===== config.mk =====
export PLATFORM = sky130hd
export DESIGN_NAME = nmi_scheduler_flat
export DESIGN_NICKNAME = d
export VERILOG_FILES = /design/src/rtl/nmi_scheduler_if.sv /design/src/rtl/nmi_scheduler.sv /design/src/flat_wrapper.sv
export SDC_FILE = /design/constraint.sdc
export NUM_CORES = 1
export LEC_CHECK = 0
export BUFFER_PORTS_ARGS = -buffer_cell sky130_fd_sc_hd__buf_2
export CORE_MARGIN = 1.5
export CORE_UTILIZATION = 53
export CTS_BUF_LIST = sky130_fd_sc_hd__clkbuf_16
export CTS_CLUSTER_DIAMETER = 80
export DETAILED_ROUTE_END_ITERATION = 10
export PLACE_DENSITY_LB_ADDON = 0.1
export SLEW_MARGIN = 5
export SYNTH_ARGS = -nofsm -noshare
export SYNTH_HDL_FRONTEND = slang
export SYNTH_SLANG_ARGS = --single-unit

===== constraint.sdc =====
create_clock -name clk28 -period 4.8 [get_ports clk28]
set_clock_uncertainty 0.15 [all_clocks]
set_input_delay 0.72 -clock clk28 [delete_from_list [all_inputs] [get_ports clk28]]
set_output_delay 0.72 -clock clk28 [all_outputs]
set_load 0.05 [all_outputs]

===== src/rtl/nmi_scheduler_if.sv =====
// CPU bus as seen by the NMI scheduler: memory request, M1, read strobe and address.
// Every signal is registered to clk28 before it reaches the scheduler.
interface cpu_bus;
    logic        mreq;
    logic        m1;
    logic        rd;
    logic [15:0] a;

    modport sink   (input  mreq, m1, rd, a);
    modport source (output mreq, m1, rd, a);
endinterface


===== src/rtl/nmi_scheduler.sv =====
// Shares the Z80 NMI and magic-ROM overlay between prioritised requesters.
// NMI is aligned to the frame INT edge; the overlay maps on the 0x0066 fetch and unmaps after the exit read.
//
// state    | meaning
// IDLE     | no service; waits for any pending request
// WAIT_INT | request pending; waits for the INT falling edge to pick the owner
// ASSERT   | n_nmi low; waits for the 0x0066 fetch or a frame timeout
// MAPPED   | overlay mapped; waits for the read of EXIT_ADDR
// UNMAP    | exit read seen; waits for mreq to drop before unmapping
// RELEASE  | drops grant and returns to IDLE
module nmi_scheduler #(
    parameter int          NREQ         = 3,
    parameter logic [15:0] EXIT_ADDR    = 16'hF000,
    parameter int          TIMEOUT_FRMS = 4
) (
    input  logic            clk28,
    input  logic            rst,
    cpu_bus.sink            bus,
    input  logic            n_int,
    input  logic            n_int_next,
    input  logic [NREQ-1:0] req,
    output logic [NREQ-1:0] grant,
    output logic            n_nmi,
    output logic            ovl_map,
    output logic            busy,
    output logic            abort
);

    typedef enum logic [2:0] {
        ST_IDLE,
        ST_WAIT_INT,
        ST_ASSERT,
        ST_MAPPED,
        ST_UNMAP,
        ST_RELEASE
    } state_t;

    localparam logic [3:0] TIMEOUT_CNT = 4'(TIMEOUT_FRMS);

    state_t          state, state_next;
    logic [NREQ-1:0] pend, pend_next;
    logic [NREQ-1:0] req_d;
    logic [NREQ-1:0] grant_next;
    logic [NREQ-1:0] pick;
    logic [NREQ-1:0] clr;
    logic [3:0]      frame_cnt, cnt_next, cnt_inc;
    logic            n_nmi_next, ovl_next, abort_next;
    logic            int_fall, fetch_nmi, exit_rd;

    always_ff @(posedge clk28) begin
        if (rst) begin
            state     <= ST_IDLE;
            pend      <= '0;
            req_d     <= '0;
            grant     <= '0;
            n_nmi     <= 1'b1;
            ovl_map   <= 1'b0;
            abort     <= 1'b0;
            frame_cnt <= '0;
        end else begin
            state     <= state_next;
            pend      <= pend_next;
            req_d     <= req;
            grant     <= grant_next;
            n_nmi     <= n_nmi_next;
            ovl_map   <= ovl_next;
            abort     <= abort_next;
            frame_cnt <= cnt_next;
        end
    end

    always_comb begin
        int_fall   = n_int & ~n_int_next;
        fetch_nmi  = bus.mreq & bus.m1 & (bus.a == 16'h0066);
        exit_rd    = bus.mreq & bus.rd & (bus.a == EXIT_ADDR);
        // Isolate the lowest set bit: index 0 has the highest priority.
        pick       = pend & (~pend + NREQ'(1));
        cnt_inc    = (int_fall && frame_cnt != 4'hF) ? frame_cnt + 4'd1 : frame_cnt;

        state_next = state;
        grant_next = grant;
        n_nmi_next = n_nmi;
        ovl_next   = ovl_map;
        abort_next = 1'b0;
        cnt_next   = frame_cnt;
        clr        = '0;

        case (state)
            ST_IDLE: begin
                if (|pend) state_next = ST_WAIT_INT;
            end
            ST_WAIT_INT: begin
                if (int_fall && |pend) begin
                    grant_next = pick;
                    clr        = pick;
                    n_nmi_next = 1'b0;
                    cnt_next   = '0;
                    state_next = ST_ASSERT;
                end
            end
            ST_ASSERT: begin
                cnt_next = cnt_inc;
                // A fetch on the timeout cycle still wins: the CPU already took the NMI.
                if (fetch_nmi) begin
                    ovl_next   = 1'b1;
                    n_nmi_next = 1'b1;
                    state_next = ST_MAPPED;
                end else if (cnt_inc == TIMEOUT_CNT) begin
                    n_nmi_next = 1'b1;
                    grant_next = '0;
                    abort_next = 1'b1;
                    state_next = ST_IDLE;
                end
            end
            ST_MAPPED: begin
                if (exit_rd) state_next = ST_UNMAP;
            end
            ST_UNMAP: begin
                if (!bus.mreq) begin
                    ovl_next   = 1'b0;
                    state_next = ST_RELEASE;
                end
            end
            ST_RELEASE: begin
                grant_next = '0;
                state_next = ST_IDLE;
            end
            default: state_next = ST_IDLE;
        endcase

        pend_next = (pend | (req & ~req_d)) & ~clr;
    end

    always_comb begin
        busy = (state != ST_IDLE);
    end

endmodule


===== src/flat_wrapper.sv =====
// flat-port wrapper written by rule: the top's interface ports become plain ports
module nmi_scheduler_flat 
#(
    parameter int          NREQ         = 3,
    parameter logic [15:0] EXIT_ADDR    = 16'hF000,
    parameter int          TIMEOUT_FRMS = 4
)
  (clk28, rst, n_int, n_int_next, req, grant, n_nmi, ovl_map, busy, abort, bus_mreq, bus_m1, bus_rd, bus_a);
  cpu_bus bus_i ();
  input  logic clk28;
  input  logic rst;
  input  logic n_int;
  input  logic n_int_next;
  input  logic [NREQ-1:0] req;
  output logic [NREQ-1:0] grant;
  output logic n_nmi;
  output logic ovl_map;
  output logic busy;
  output logic abort;
  input wire logic [$bits(bus_i.mreq)-1:0] bus_mreq;
  input wire logic [$bits(bus_i.m1)-1:0] bus_m1;
  input wire logic [$bits(bus_i.rd)-1:0] bus_rd;
  input wire logic [$bits(bus_i.a)-1:0] bus_a;
  assign bus_i.mreq = bus_mreq;
  assign bus_i.m1 = bus_m1;
  assign bus_i.rd = bus_rd;
  assign bus_i.a = bus_a;
  nmi_scheduler #(.NREQ(NREQ), .EXIT_ADDR(EXIT_ADDR), .TIMEOUT_FRMS(TIMEOUT_FRMS)) u_core (.clk28(clk28), .rst(rst), .bus(bus_i), .n_int(n_int), .n_int_next(n_int_next), .req(req), .grant(grant), .n_nmi(n_nmi), .ovl_map(ovl_map), .busy(busy), .abort(abort));
endmodule

==> results.json <==
{
  "status": "finished clean",
  "ys_types": 42,
  "max_freq_ghz": 0.443,
  "ys_seq_elements": 19,
  "cts_buffers": 3,
  "synth_top_area_frac": 0.361,
  "hpwl_um": 1760,
  "tightest_slew_ns": 0.504,
  "crit_start": "bus_a[4]",
  "fp-row-count": 15,
  "start_util": 0.584,
  "clkPwrFrac": 0.370,
  "slowest_delay_ns": 0.41,
  "drive_gt1_frac": 0.285,
  "cp_top_family": "simple AND/OR/NAND/NOR gates",
  "synth_warnings": 0,
  "finalSetupViolCount": 0,
  "path_class": "in -> reg",
  "syn_nets": 156,
  "pin_count": 33,
  "swShare": 0.290,
  "cts_tree": "done",
  "worst-path-stages": 7,
  "arrival_ns": 2.22,
  "drtIter0Drc": 21,
  "grtUsageTotal": 0.211,
  "slew_headroom": 0.663,
  "endpoint_kind": "flip-flop",
  "portBuffers": 32,
  "ys_async_sr_fraction": 0,
  "grt_overflow": 0,
  "cp_max_fo": 4,
  "met3WireLength_um": 117,
  "yosysTopAreaCell": "dfxtp_1",
  "antenna_found_initial": 0,
  "r2r_end": "u_core.grant[0]$_SDFFE_PP0P_",
  "cts_resized": 0,
  "antennaDiodeCount": 0,
  "fin_area_um2": 1290,
  "p_leak_nw": 0.518,
  "worstSetupStartpointType": "input port",
  "die_area_um2": 2260,
  "cts_sinks": 19,
  "dieWidth_um": 47.6,
  "syn_inst": 129,
  "grt_pass1_vias": 859,
  "pwr-share-comb": 0.227,
  "fin_setup_tns_ns": 0,
  "met1_length_um": 1090,
  "fin_crit_ns": 2.26,
  "crit_path_cell_trace": "buf_2 -> nor4_1 -> nand4_1 -> nor4_1 -> nand2b_1 -> nor3b_1 -> a311oi_1",
  "peakVddDrop_mv": 0.321,
  "critical_path_buf_inv_count": 1,
  "gp_congestion": 0.757,
  "synth-edff-count": 0,
  "viasPerCell": 5.74,
  "wl_met2_um": 1060,
  "worst_ep_required_time_ns": 4.77,
  "rsz0062_at_grt": "false",
  "ys_top_cells_by_area": "dfxtp_1, a21oi_1, nor2_1",
  "ys.flop_type": "dfxtp_1",
  "p_sw_mw": 0.130,
  "clk_latency_ns": 0.24,
  "die-height_um": 47.6,
  "timing.rr.start": "u_core.frame_cnt[0]$_SDFFE_PP0P_",
  "utilization": 0.718,
  "layout.nets": 186,
  "hold_class": "reg -> reg",
  "yosysSeqAreaShare": 0.361,
  "first_pass_iters": 4,
  "maxCapViolCount": 0,
  "cts_setup_buffers": 0,
  "syn_area_per_cell_um2": 8.16,
  "wl_per_cell_um": 12.5,
  "drc": 0,
  "reg2reg_slack_ns": 2.66,
  "yosysMostFrequentCell": "dfxtp_1",
  "core_um2": 1800,
  "ctsHoldBuffers": 0,
  "critPathCapture": "u_core.state[0]$_SDFFE_PP0P_",
  "routed_wl_um": 2280,
  "cts_max_level": 1,
  "critPathMostFrequentCell": "nor4_1",
  "internal_power_mw": 0.319,
  "netlist_area_um2": 1050,
  "cts-root-buf": "clkbuf_16",
  "area_growth_pct": 22.9,
  "synthTopCellsByCount": "dfxtp_1, a21oi_1, nor2_1",
  "clk_pin_slew_worst_paths_ns": 0.05,
  "vias": 1050,
  "worstRegToRegCells": 7,
  "power_density_nw_per_um2": 347,
  "grt_max_degree": 20,
  "hold_viol": 0,
  "total_power_mw": 0.450,
  "routed.top_layer": "met4",
  "grt_pass1_wl_um": 3450,
  "timing.final.crit_share": 0.471,
  "ant_nets": 0,
  "p_seq_frac": 0.403,
  "clk_path_buf_depth": 2,
  "slowest_stage": "nor4_1",
  "placed_area_um2": 1210,
  "finalMaxSlewViolations": 0
}
final cells by class:
class / instances / area (um^2)
Timing Repair Buffer: 32 / 160
Clock buffer: 3 / 75.1
Fill cell: 152 / 508
Inverter: 4 / 15.0
Clock inverter: 1 / 5.00
Tap cell: 25 / 31.3
Sequential cell: 19 / 380
Multi-Input combinational cell: 99 / 627
per-layer routing:
metal  global-route usage  up-vias
li1                     -      535
met1                0.272      476
met2                0.370       37
met3               0.0340        2
met4               0.0486        0
met5                    0        -
how the worst min path moves through the flow:
stage | start | endpoint | cells past startpoint
finish | u_core.ovl_map$_SDFFE_PP0P_ | u_core.ovl_map$_SDFFE_PP0P_ | 2
global route | u_core.ovl_map$_SDFFE_PP0P_ | u_core.ovl_map$_SDFFE_PP0P_ | 2
CTS | u_core.ovl_map$_SDFFE_PP0P_ | u_core.ovl_map$_SDFFE_PP0P_ | 2
detailed placement | u_core.ovl_map$_SDFFE_PP0P_ | u_core.ovl_map$_SDFFE_PP0P_ | 2
global placement | u_core.ovl_map$_SDFFE_PP0P_ | u_core.ovl_map$_SDFFE_PP0P_ | 2
floorplan | u_core.req_d[1]$_SDFF_PP0_ | u_core.pend[1]$_SDFF_PP0_ | 2
sequential cells by signal, indices dropped and copies added, names as in the netlist:
register	count
u_core.pend	3
u_core.ovl_map	1
u_core.n_nmi	1
u_core.grant	3
u_core.frame_cnt	4
u_core.state	3
u_core.req_d	3
u_core.abort	1
kinds of logic after synthesis:
kind of cell / synth area share
adders and majority gates: 0.0119
DFF: 0.361
xor gates and xnor gates: 0.00832
and+or+nand+nor: 0.332
buffers and inverters: 0.0428
AOI/OAI and AO/OA: 0.244
cell usage in the layout, fill, tap and decap left out, types with 2 or more instances in the layout:
| master | Yosys | layout |
|---|---|---|
| a21oi_2 | 2 | 2 |
| nand2_1 | 7 | 7 |
| nor3b_1 | 5 | 5 |
| nor3_1 | 6 | 6 |
| nor4_1 | 4 | 4 |
| nor2_1 | 10 | 10 |
| a21oi_1 | 11 | 11 |
| o21bai_1 | 2 | 2 |
| nand4b_1 | 2 | 2 |
| a311oi_1 | 3 | 3 |
| inv_1 | 4 | 4 |
| nor2b_1 | 6 | 6 |
| a31oi_1 | 4 | 4 |
| dfxtp_1 | 19 | 19 |
| o21ai_0 | 6 | 6 |
| nand3_1 | 6 | 6 |
| clkbuf_16 | 0 | 3 |
| buf_2 | 3 | 32 |
| or3_1 | 2 | 2 |
power by group through the flow:
stage | clock, mW | sequential [mW] | combinational [mW]
floorplan | 0 | 0.180 | 0.0795
global placement | 0 | 0.184 | 0.0994
detailed placement | 0 | 0.184 | 0.101
CTS | 0.168 | 0.181 | 0.103
global route | 0.176 | 0.183 | 0.113
finish | 0.166 | 0.181 | 0.102
through the flow:
step	cells	setup WS, ns	hold WS, ns
3_3_place_gp	179	2.33	0.302
5_1_grt	183	2.39	0.329
3_5_place_dp	179	2.23	0.314
2_1_floorplan	129	2.60	0.324
6_report	183	2.54	0.320
4_1_cts	183	2.48	0.323
worst min-delay path, stage by stage, from the launching register on:
cell and delay (ns):
dfxtp_1 0.30, o41ai_1 0.05, a21oi_1 0.06
No activity file was read; power rests on OpenSTA's default activity.
